<file path="config.mk">
export PLATFORM = sky130hd
export DESIGN_NAME = flit_injector_flat
export DESIGN_NICKNAME = d
export VERILOG_FILES = /design/src/rtl/noc_pkg.sv /design/src/rtl/flit_injector_if.sv /design/src/rtl/flit_injector_out_reg.sv /design/src/rtl/flit_injector.sv /design/src/flat_wrapper.sv
export SDC_FILE = /design/constraint.sdc
export NUM_CORES = 1
export LEC_CHECK = 0
export ABC_CLOCK_PERIOD_IN_PS = 4100
export CORE_MARGIN = 5
export CORE_UTILIZATION = 53
export CTS_BUF_LIST = sky130_fd_sc_hd__clkbuf_4 sky130_fd_sc_hd__clkbuf_8 sky130_fd_sc_hd__clkbuf_16
export DETAILED_ROUTE_END_ITERATION = 12
export GPL_TIMING_DRIVEN = 0
export PLACE_DENSITY_LB_ADDON = 0.05
export SLEW_MARGIN = 10
export SYNTH_ARGS = -nofsm -noshare
export SYNTH_HDL_FRONTEND = slang
export SYNTH_SLANG_ARGS = --single-unit
</file>
<file path="constraint.sdc">
create_clock -name clk -period 4.1 [get_ports clk]
set_input_delay 0.82 -clock clk [delete_from_list [all_inputs] [get_ports clk]]
set_output_delay 0.82 -clock clk [all_outputs]
set_load 0.01 [all_outputs]
</file>
<file path="src/rtl/noc_pkg.sv">
// Shared NoC definitions: flit_id codes, port codes, length type and injector states.
package noc_pkg;

  localparam logic [2:0] FLIT_IDLE = 3'b000;
  localparam logic [2:0] FLIT_HEAD = 3'b001;
  localparam logic [2:0] FLIT_BODY = 3'b010;
  localparam logic [2:0] FLIT_TAIL = 3'b100;

  typedef enum logic [2:0] {
    PORT_L = 3'd0,
    PORT_N = 3'd1,
    PORT_E = 3'd2,
    PORT_W = 3'd3,
    PORT_S = 3'd4
  } port_e;

  typedef logic [11:0] len_t;

  typedef enum logic [1:0] {
    ST_IDLE,
    ST_HEAD,
    ST_BODY,
    ST_TAIL
  } inj_state_e;

  // Arbiter timeout: add slack in 13 bits, then clamp to the 12-bit range.
  function automatic len_t sat_len(len_t len, int slack);
    logic [12:0] sum;
    sum = {1'b0, len} + 13'(slack);
    return sum[12] ? 12'hFFF : sum[11:0];
  endfunction

endpackage

</file>
<file path="src/rtl/flit_injector_if.sv">
// Descriptor, payload and arbiter-request signals of one flit_injector port.
interface flit_injector_if
  import noc_pkg::*;
#(
  parameter int DATA_W = 32
);
  logic              pkt_valid;
  logic              pkt_ready;
  len_t              pkt_len;
  logic [2:0]        pkt_dest;
  logic              data_valid;
  logic              data_ready;
  logic [DATA_W-1:0] data_in;
  logic              grant;
  logic              req;
  logic [2:0]        flit_id;
  len_t              length;
  logic              flit_valid;
  logic [DATA_W-1:0] flit_out;

  modport master (
    input  pkt_valid, pkt_len, pkt_dest, data_valid, data_in, grant,
    output pkt_ready, data_ready, req, flit_id, length, flit_valid, flit_out
  );

  modport slave (
    output pkt_valid, pkt_len, pkt_dest, data_valid, data_in, grant,
    input  pkt_ready, data_ready, req, flit_id, length, flit_valid, flit_out
  );
endinterface

</file>
<file path="src/rtl/flit_injector_out_reg.sv">
// flit_out_reg: single-entry output register holding the next body/tail payload word.
module flit_out_reg #(
  parameter int DATA_W = 32
) (
  input  logic              clk,
  input  logic              rst,
  input  logic              fill_en,
  input  logic              pass_en,
  input  logic              in_valid,
  output logic              in_ready,
  input  logic [DATA_W-1:0] in_data,
  input  logic              out_ready,
  output logic              out_valid,
  output logic [DATA_W-1:0] out_data
);

  // pass_en allows refill in the same cycle the held word leaves.
  assign in_ready = fill_en & (~out_valid | (pass_en & out_ready));

  always_ff @(posedge clk or negedge rst) begin
    if (!rst) begin
      out_valid <= 1'b0;
      out_data  <= '0;
    end else if (in_valid && in_ready) begin
      out_valid <= 1'b1;
      out_data  <= in_data;
    end else if (out_ready) begin
      out_valid <= 1'b0;
    end
  end

endmodule

</file>
<file path="src/rtl/flit_injector.sv">
// flit_injector: serializes header/body/tail flits toward one arbiter port.
// Optional stats counters enabled by FLIT_INJECTOR_STATS_EN.
//
// state | meaning
// IDLE  | waiting for a descriptor, pkt_ready high
// HEAD  | presenting header flit, prefetching first payload word
// BODY  | presenting body flits, rem counts bodies still to send
// TAIL  | presenting tail flit, back to IDLE on transfer
module flit_injector
  import noc_pkg::*;
#(
  parameter int DATA_W        = 32,
  parameter int TIMEOUT_SLACK = 4,
  parameter int MIN_LEN       = 2
) (
  input  logic clk,
  input  logic rst,
  flit_injector_if.master bus
`ifdef FLIT_INJECTOR_STATS_EN
  ,
  output logic [15:0] pkt_count,
  output logic [15:0] stall_count
`endif
);

  inj_state_e        state, state_nxt;
  len_t              eff_len_q, len_q, rem_q, pkt_eff;
  logic [2:0]        dest_q;
  logic              accept, xfer, in_frame;
  logic              reg_in_ready, reg_valid, reg_pop;
  logic [DATA_W-1:0] reg_data, hdr;
  logic              req_c, fv_c, pkt_ready_c;
  logic [2:0]        id_c;
  logic [DATA_W-1:0] out_c;

  assign pkt_eff  = (bus.pkt_len < len_t'(MIN_LEN)) ? len_t'(MIN_LEN) : bus.pkt_len;
  assign accept   = (state == ST_IDLE) & bus.pkt_valid;
  assign in_frame = (state == ST_BODY) | (state == ST_TAIL);
  assign xfer     = bus.grant & ((state == ST_HEAD) | (in_frame & reg_valid));
  assign reg_pop  = xfer & in_frame;

  always_comb begin
    hdr       = '0;
    hdr[14:0] = {dest_q, eff_len_q};
  end

  flit_out_reg #(.DATA_W(DATA_W)) u_out_reg (
    .clk       (clk),
    .rst       (rst),
    .fill_en   (state != ST_IDLE),
    .pass_en   (state == ST_BODY),
    .in_valid  (bus.data_valid),
    .in_ready  (reg_in_ready),
    .in_data   (bus.data_in),
    .out_ready (reg_pop),
    .out_valid (reg_valid),
    .out_data  (reg_data)
  );

  always_ff @(posedge clk or negedge rst) begin
    if (!rst) state <= ST_IDLE;
    else      state <= state_nxt;
  end

  always_ff @(posedge clk or negedge rst) begin
    if (!rst) begin
      eff_len_q <= '0;
      len_q     <= '0;
      rem_q     <= '0;
      dest_q    <= '0;
    end else begin
      if (accept) begin
        eff_len_q <= pkt_eff;
        len_q     <= sat_len(pkt_eff, TIMEOUT_SLACK);
        dest_q    <= bus.pkt_dest;
      end
      if (state == ST_HEAD && xfer)      rem_q <= eff_len_q - 12'd2;
      else if (state == ST_BODY && xfer) rem_q <= rem_q - 12'd1;
    end
  end

  always_comb begin
    state_nxt   = state;
    req_c       = 1'b0;
    fv_c        = 1'b0;
    id_c        = FLIT_IDLE;
    out_c       = '0;
    pkt_ready_c = 1'b0;
    case (state)
      ST_IDLE: begin
        pkt_ready_c = 1'b1;
        if (bus.pkt_valid) state_nxt = ST_HEAD;
      end
      ST_HEAD: begin
        req_c = 1'b1;
        fv_c  = 1'b1;
        id_c  = FLIT_HEAD;
        out_c = hdr;
        if (xfer) state_nxt = (eff_len_q > 12'd2) ? ST_BODY : ST_TAIL;
      end
      ST_BODY: begin
        req_c = 1'b1;
        fv_c  = reg_valid;
        id_c  = FLIT_BODY;
        out_c = reg_data;
        if (xfer && rem_q == 12'd1) state_nxt = ST_TAIL;
      end
      ST_TAIL: begin
        req_c = 1'b1;
        fv_c  = reg_valid;
        id_c  = FLIT_TAIL;
        out_c = reg_data;
        if (xfer) state_nxt = ST_IDLE;
      end
      default: state_nxt = ST_IDLE;
    endcase
  end

  assign bus.pkt_ready  = pkt_ready_c;
  assign bus.data_ready = reg_in_ready;
  assign bus.req        = req_c;
  assign bus.flit_id    = id_c;
  assign bus.flit_valid = fv_c;
  assign bus.flit_out   = out_c;
  assign bus.length     = (state == ST_IDLE) ? '0 : len_q;

`ifdef FLIT_INJECTOR_STATS_EN
  always_ff @(posedge clk or negedge rst) begin
    if (!rst) begin
      pkt_count   <= '0;
      stall_count <= '0;
    end else begin
      if (state == ST_TAIL && xfer) pkt_count   <= pkt_count + 16'd1;
      if (req_c && !bus.grant)      stall_count <= stall_count + 16'd1;
    end
  end
`endif

endmodule

</file>
<file path="src/flat_wrapper.sv">
// flat-port wrapper written by rule: the top's interface ports become plain ports
module flit_injector_flat import noc_pkg::*;
#(
  parameter int DATA_W        = 32,
  parameter int TIMEOUT_SLACK = 4,
  parameter int MIN_LEN       = 2
)
  (clk, rst, bus_pkt_valid, bus_pkt_len, bus_pkt_dest, bus_data_valid, bus_data_in, bus_grant, bus_pkt_ready, bus_data_ready, bus_req, bus_flit_id, bus_length, bus_flit_valid, bus_flit_out);
  flit_injector_if #(.DATA_W(DATA_W)) bus_i ();
  input  logic clk;
  input  logic rst;
  input wire logic [$bits(bus_i.pkt_valid)-1:0] bus_pkt_valid;
  input wire logic [$bits(bus_i.pkt_len)-1:0] bus_pkt_len;
  input wire logic [$bits(bus_i.pkt_dest)-1:0] bus_pkt_dest;
  input wire logic [$bits(bus_i.data_valid)-1:0] bus_data_valid;
  input wire logic [$bits(bus_i.data_in)-1:0] bus_data_in;
  input wire logic [$bits(bus_i.grant)-1:0] bus_grant;
  output wire logic [$bits(bus_i.pkt_ready)-1:0] bus_pkt_ready;
  output wire logic [$bits(bus_i.data_ready)-1:0] bus_data_ready;
  output wire logic [$bits(bus_i.req)-1:0] bus_req;
  output wire logic [$bits(bus_i.flit_id)-1:0] bus_flit_id;
  output wire logic [$bits(bus_i.length)-1:0] bus_length;
  output wire logic [$bits(bus_i.flit_valid)-1:0] bus_flit_valid;
  output wire logic [$bits(bus_i.flit_out)-1:0] bus_flit_out;
  assign bus_i.pkt_valid = bus_pkt_valid;
  assign bus_i.pkt_len = bus_pkt_len;
  assign bus_i.pkt_dest = bus_pkt_dest;
  assign bus_i.data_valid = bus_data_valid;
  assign bus_i.data_in = bus_data_in;
  assign bus_i.grant = bus_grant;
  assign bus_pkt_ready = bus_i.pkt_ready;
  assign bus_data_ready = bus_i.data_ready;
  assign bus_req = bus_i.req;
  assign bus_flit_id = bus_i.flit_id;
  assign bus_length = bus_i.length;
  assign bus_flit_valid = bus_i.flit_valid;
  assign bus_flit_out = bus_i.flit_out;
  flit_injector #(.DATA_W(DATA_W), .TIMEOUT_SLACK(TIMEOUT_SLACK), .MIN_LEN(MIN_LEN)) u_core (.clk(clk), .rst(rst), .bus(bus_i));
endmodule
</file>
**Word-level counts from Yosys, hierarchy flattened**

Index checks and enable logic that the tools add are counted.

- Reduce and logical (&&, ||, !) cells: 11
- Bitwise gates (word level): 10
- Add/subtract/negate cells: 3
- Equal/unequal tests: 8
- Multiplexer cells: 18
- Order comparisons: 2

Operators by type and width:

| operator | number |
|---|---|
| one-hot mux 32 bit (2 select lines) | 1 |
| two-way mux 12 bit | 5 |
| adder 12 x 3 -> 13 bit, second input constant | 1 |
| == test 12 x 1 -> 1 bit, second input constant | 1 |
| > comparator 12 x 2 -> 1 bit, second input constant | 1 |
| less-than comparator 12 x 2 -> 1 bit, second input constant | 1 |
| subtractor 12 x 1 -> 12 bit, second input constant | 1 |
| subtractor 12 x 2 -> 12 bit, second input constant | 1 |
| one-hot mux 3 bit (3 select lines) | 1 |
| two-way mux 2 bit | 4 |
| one-hot mux 2 bit (4 select lines) | 1 |
| bitwise AND 1 bit | 6 |
| inequality test 2 x 1 -> 1 bit, second input constant | 3 |
| nonzero test 2 bit | 3 |
| two-way mux 1 bit | 5 |
| == test 2 bit, second input constant | 2 |
| logical AND 1 bit | 4 |
| AND reduction 4 bit | 1 |
| OR 1 bit | 3 |
| OR reduction 3 bit | 1 |
| == test 2 x 1 -> 1 bit, second input constant | 1 |
| zero test 2 bit | 1 |
| inequality test 2 bit, second input constant | 1 |
| one-hot mux 1 bit (2 select lines) | 1 |
| 2 further kinds | 2 |

- Input bits: 52
- Logic and storage cells: 59
- Output and inout bits: 51
- Register bits: 74

**Logic depth before layout (Yosys ltp)**

- Depth in word-level cells: 11
- Mapped depth: 9
- Gate-level depth less buffers: 7

**By module**

A second synthesis with hierarchy kept.

- Cell total of the unflattened synthesis: 430
- Area, all modules: 4187.8 um^2

By module, submodules not included:

| module | cells an instance | instances | sequential area each (um^2) | area each (um^2) |
|---|---|---|---|---|
| flit_injector | 355 | 1 | 1026.0 | 2920.3 |
| flit_out_reg | 75 | 1 | 825.8 | 1267.5 |

**Least setup slack after synthesis**

Ideal clock, no wire load.

- Path type: flip-flop to output port
- From: reg u_core.state[0]
- To: out bus_flit_out[0]
- Cell stages (with the launch flop): 8
- Required time: 3.280 ns
- Arrival time: 1.714 ns
- Slack: 1.566 ns
- Buffers on the path: 2
- Cell sequence: dfrtp_1 inv_1 ha_1 or2_2 clkbuf_1 clkbuf_1 a22oi_1 nor2_1

- Word-level cells in the longest chain between the ends: 3
- Elaborated cells between the ends (all ways): 5
- Classes of those cells: eq/ne: 3; mux: 1; reduce/logical: 1

Ends and longest elaborated chain:

| what | line | RTL |
|---|---|---|
| from (decl) | flit_injector.sv:26 | `inj_state_e state, state_nxt;` |
| from (signal assigned) | flit_injector.sv:62 | `else state <= state_nxt;` |
| == test 2 bit | flit_injector.sv:89 | `case (state)` |
| OR reduction 2 bit (no source line) | -- |  |
| one-hot mux 32 bit (2 select lines) * | flit_injector.sv:89 |  |
| to (decl) | flat_wrapper.sv:24 | `output wire logic [$bits(bus_i.flit_out)-1:0] bus_flit_out;` |

Every way passes the cells marked *; elsewhere a longest branch is shown, timed or not.

**Final worst setup path**

- From: reg u_core.state[0]
- To: out bus_flit_out[3]

The elaborated chain is that of the path after synthesis.

==> tab_implementation.tex <==
\begin{tabular}{lr}
\hline
Metric & Value \\
\hline
\multicolumn{2}{l}{\textbf{Pwr}} \\
\quad Pwr Density & 812 mW/mm\^{}2 \\
\quad Switching power total & 1.63 mW \\
\quad Portion of total power attributed to combinational logic & 51.8\% \\
\quad Sequential group share of total power & 31.8\% \\
\quad Clock network fraction of total power & 16.4\% \\
\quad Max IR drop VDD & 0.488 mV \\
\quad Sw Ratio & 37.8\% \\
\quad Leakage power & 2.27 nW \\
\quad Internal portion of total power & 2.67 mW \\
\quad PnR Total Power & 4.30 mW \\
\multicolumn{2}{l}{\textbf{Synth}} \\
\quad Synthesized net count & 464 \\
\quad Number of unique standard cell types used by synthesis & 41 \\
\quad Commonest cells post-synth & dfrtp\_1, nand2\_1, nor2\_1 \\
\quad Post-synthesis register bit count & 74 \\
\quad Area of the mapped netlist & 0.00389 sq mm \\
\quad Sequential cell area fraction in the yosys report & 47.6\% \\
\quad Dominant synthesized flop cell & dfrtp\_1 \\
\quad Syn avg cell area & 9.64 sq um \\
\quad Count of mapped cells out of synthesis & 403 \\
\quad Library cell occupying the most area in the post-synthesis netlist & dfrtp\_1 \\
\quad Async set-or-reset flop fraction in the synthesized netlist & 100\% \\
\quad Warnings, synthesis & 0 \\
\quad Number of flops mapped to enable cells by yosys & 0 \\
\quad Most used standard cell by instance count after synthesis & dfrtp\_1 \\
\quad Cell types occupying the most area after synthesis & dfrtp\_1, mux2\_2, nand2\_1 \\
\quad Top cell type's share of synthesized area & 47.6\% \\
\multicolumn{2}{l}{\textbf{Global routing}} \\
\quad Pin count of the biggest net entering global routing & 52 \\
\quad Number of global-route vias before repair & 3382 \\
\quad Final global-route overflow total & 0 \\
\quad Global-route wire length before repair & 16800 um \\
\quad GRT Resource Usage Total & 24.0\% \\
\quad Number of antenna violations at the first check in global routing & 0 \\
\multicolumn{2}{l}{\textbf{Setup path}} \\
\quad Library cell appearing most often on the critical path & clkbuf\_1 \\
\quad Slowest cell on the critical path & clkdlybuf4s50\_1 \\
\quad Maximum net fanout on the critical path & 10 \\
\quad CP required & 3.28 ns \\
\quad Element type at the critical path start & flip-flop \\
\quad Critical path, cell by cell & inv\_1, ha\_1, or2\_2, clkbuf\_1, clkbuf\_1, a22oi\_1, nor2\_1, clkdlybuf4s50\_1 \\
\quad Worst setup path category & reg -> out \\
\quad Cell type group with the largest total delay on the critical path & buffers and inverters \\
\quad Arrival time of the worst setup path & 2.93 ns \\
\quad Delay of the slowest cell on the worst path & 0.56 ns \\
\quad Buffers plus inverters on the worst setup path & 4 \\
\quad CP Capture Type & output port \\
\multicolumn{2}{l}{\textbf{Final layout}} \\
\quad Final nets & 577 \\
\quad Share of final-layout standard cells stronger than drive strength 1 & 11.1\% \\
\quad Filler cell count in the final layout & 537 \\
\quad Number of antenna cells inserted & 0 \\
\quad Total non-filler cell area in the finished layout & 0.00530 sq mm \\
\quad Area Growth Syn to Fin & 36.3\% \\
\multicolumn{2}{l}{\textbf{CTS}} \\
\quad Inserted Clock Buffers & 9 \\
\quad Post-cts repair resize count & 0 \\
\quad Clock tree root buffer cell & clkbuf\_8 \\
\quad Clock slew at the register clock pins of the worst setup and hold paths & 0.08 ns \\
\quad Clock latency on the worst-skew pair & 0.35 ns \\
\quad CTS tree & done \\
\quad Count of H-tree levels built during CTS & 3 \\
\quad Max Buffers Root-to-Sink & 2 \\
\quad Number of setup buffers added after CTS & 0 \\
\quad Hold buffer count at CTS & 0 \\
\quad Number of clock sinks & 74 \\
\multicolumn{2}{l}{\textbf{Floorplan}} \\
\quad Chip Width & 95.6 um \\
\quad Die height & 95.6 um \\
\quad Rows & 31 \\
\quad Core area & 0.00721 sq mm \\
\quad Effective utilization at floorplan & 53.9\% \\
\quad Die area & 0.00915 sq mm \\
\quad Number of top-level pins & 103 \\
\multicolumn{2}{l}{\textbf{STA}} \\
\quad Final number of hold-violating endpoints & 0 \\
\quad Worst clock skew & 0.00991 ns \\
\quad Final Slew Violations & 0 \\
\quad Number of failing setup endpoints in the final timing report & 0 \\
\quad Setup TNS & 0 ns \\
\quad Post-route clock period utilization & 91.5\% \\
\quad Peak Freq & 266 MHz \\
\quad Crit path time final & 3.75 ns \\
\quad RSZ-0062 raised after global routing & false \\
\quad Actual slew at the worst max-slew pin & 0.537 ns \\
\quad Tightest slew margin relative to the limit & 64.2\% \\
\multicolumn{2}{l}{\textbf{Route}} \\
\quad Met1 wire length & 4440 um \\
\quad Uppermost layer routed & met4 \\
\quad Routed wire length & 10200 um \\
\quad Avg WL per Cell & 16.4 um \\
\quad Final antenna-violating net count & 0 \\
\quad Pre-antenna DRT Iters & 4 \\
\quad Average via count per standard cell & 5.36 \\
\quad DR iter-0 viols & 150 \\
\quad Detailed-route DRC error count & 0 \\
\quad Wire length on met3 & 518 um \\
\quad Sum of met2 wire segment lengths after detailed routing & 5070 um \\
\quad Via count of the routed design & 3324 \\
\multicolumn{2}{l}{\textbf{Placement}} \\
\quad Placed wire-length estimate & 7590 um \\
\quad Number of buffers added on ports & 101 \\
\quad Placed Instance Area & 0.00505 sq mm \\
\quad Routability cong. & 0.869 \\
\multicolumn{2}{l}{\textbf{Flow run}} \\
\quad Number of maximum-capacitance violations & 0 \\
\multicolumn{2}{l}{\textbf{Min path}} \\
\quad Class of the worst hold path & in -> async \\
\multicolumn{2}{l}{\textbf{Run status}} \\
\quad Result of the run & complete, no violations \\
\hline
\end{tabular}
==> final timing paths <==
check	from	end	cells after the start	slack (ns)
min reg2reg	u_core.len_q[3]	u_core.len_q[3]	2	0.46
max reg2reg	u_core.state[0]	u_core.u_out_reg.out_data[8]	9	1.38
min	rst	u_core.u_out_reg.out_data[24]	1	0.37
min in group clk	u_core.len_q[3]	u_core.len_q[3]	2	0.46
max in group asynchronous	rst	u_core.eff_len_q[9]	2	3.18
max	u_core.state[0]	bus_flit_out[3]	8	0.35
==> power by group through the flow <==
| stage | Sequential, mW | Combinational, mW | Clock (mW) |
|---|---|---|---|
| after floorplan | 1.29 | 1.30 | 0 |
| after global placement | 1.36 | 2.17 | 0 |
| after detailed placement | 1.37 | 2.22 | 0 |
| after CTS | 1.36 | 2.24 | 0.713 |
| after global routing | 1.42 | 2.43 | 0.752 |
| final | 1.37 | 2.23 | 0.708 |
==> flip-flops by register name, summed over array words and instances, names as in the netlist <==
register                    count
u_core.dest_q                   3
u_core.eff_len_q               12
u_core.len_q                   12
u_core.rem_q                   12
u_core.state                    2
u_core.u_out_reg.out_data      32
u_core.u_out_reg.out_valid      1
==> routing by layer <==
| layer | global-route usage (%) | vias up |
|---|---|---|
| met5 | 0 | - |
| met4 | 6.16 | 0 |
| met3 | 4.89 | 13 |
| met2 | 40.3 | 100 |
| met1 | 31.6 | 1604 |
| li1 | - | 1607 |
==> area by class of cell <==
cell class / instances / area (sq um) / area share (%)
Clock inverter: 6 / 114 / 2.15
Tap cell: 99 / 124 / 2.34
Buffer: 23 / 90.1 / 1.70
Timing Repair Buffer: 102 / 1040 / 19.6
Clock buffer: 10 / 138 / 2.60
Multi-Input combinational cell: 297 / 1910 / 36.1
Inverter: 9 / 33.8 / 0.638
Sequential cell: 74 / 1850 / 35.0
==> through the flow <==
step                      cells  setup slack [ns]  hold slack [ns]  util (%)
after floorplan             403              1.57            0.431         -
after global placement      603            -0.354            0.444      69.6
after detailed placement    604             0.774            0.454      69.9
after CTS                   620             0.363            0.368      73.4
after global routing        620             0.214            0.377      73.4
final                       620             0.347            0.368      73.4
==> layout by cell type (no fill, tap or decap), types with 6 or more instances in the layout <==
master,n
clkdlybuf4s50_1,100
dfrtp_1,74
nand2_1,63
nor2_1,38
mux2_2,33
and2_1,22
clkbuf_1,20
a22oi_1,16
o21ai_0,14
nor2b_1,13
a21oi_1,12
xnor2_1,11
xor2_1,10
clkbuf_8,10
inv_1,9
nor3_1,9
ha_1,9
nor4_1,6
==> cell families after synthesis <==
family          synth area share (%)
simple gates                    21.9
flops                           47.6
compound gates                  9.05
mux                             10.6
buf+inv                         3.19
xor+xnor                        4.73
fa+ha+maj                       2.90
==> worst reg2reg max path: cells and delay by family, from the launching register on <==
| family | cells | cell delay (ns) |
|---|---|---|
| AOI/OAI and AO/OA | 2 | 0.29 |
| adders and majority gates | 1 | 0.33 |
| buffers and inverters | 3 | 0.72 |
| DFF | 1 | 0.47 |
| muxes | 1 | 0.38 |
| and+or+nand+nor | 2 | 0.41 |
Power figures use the tool's default switching activity.
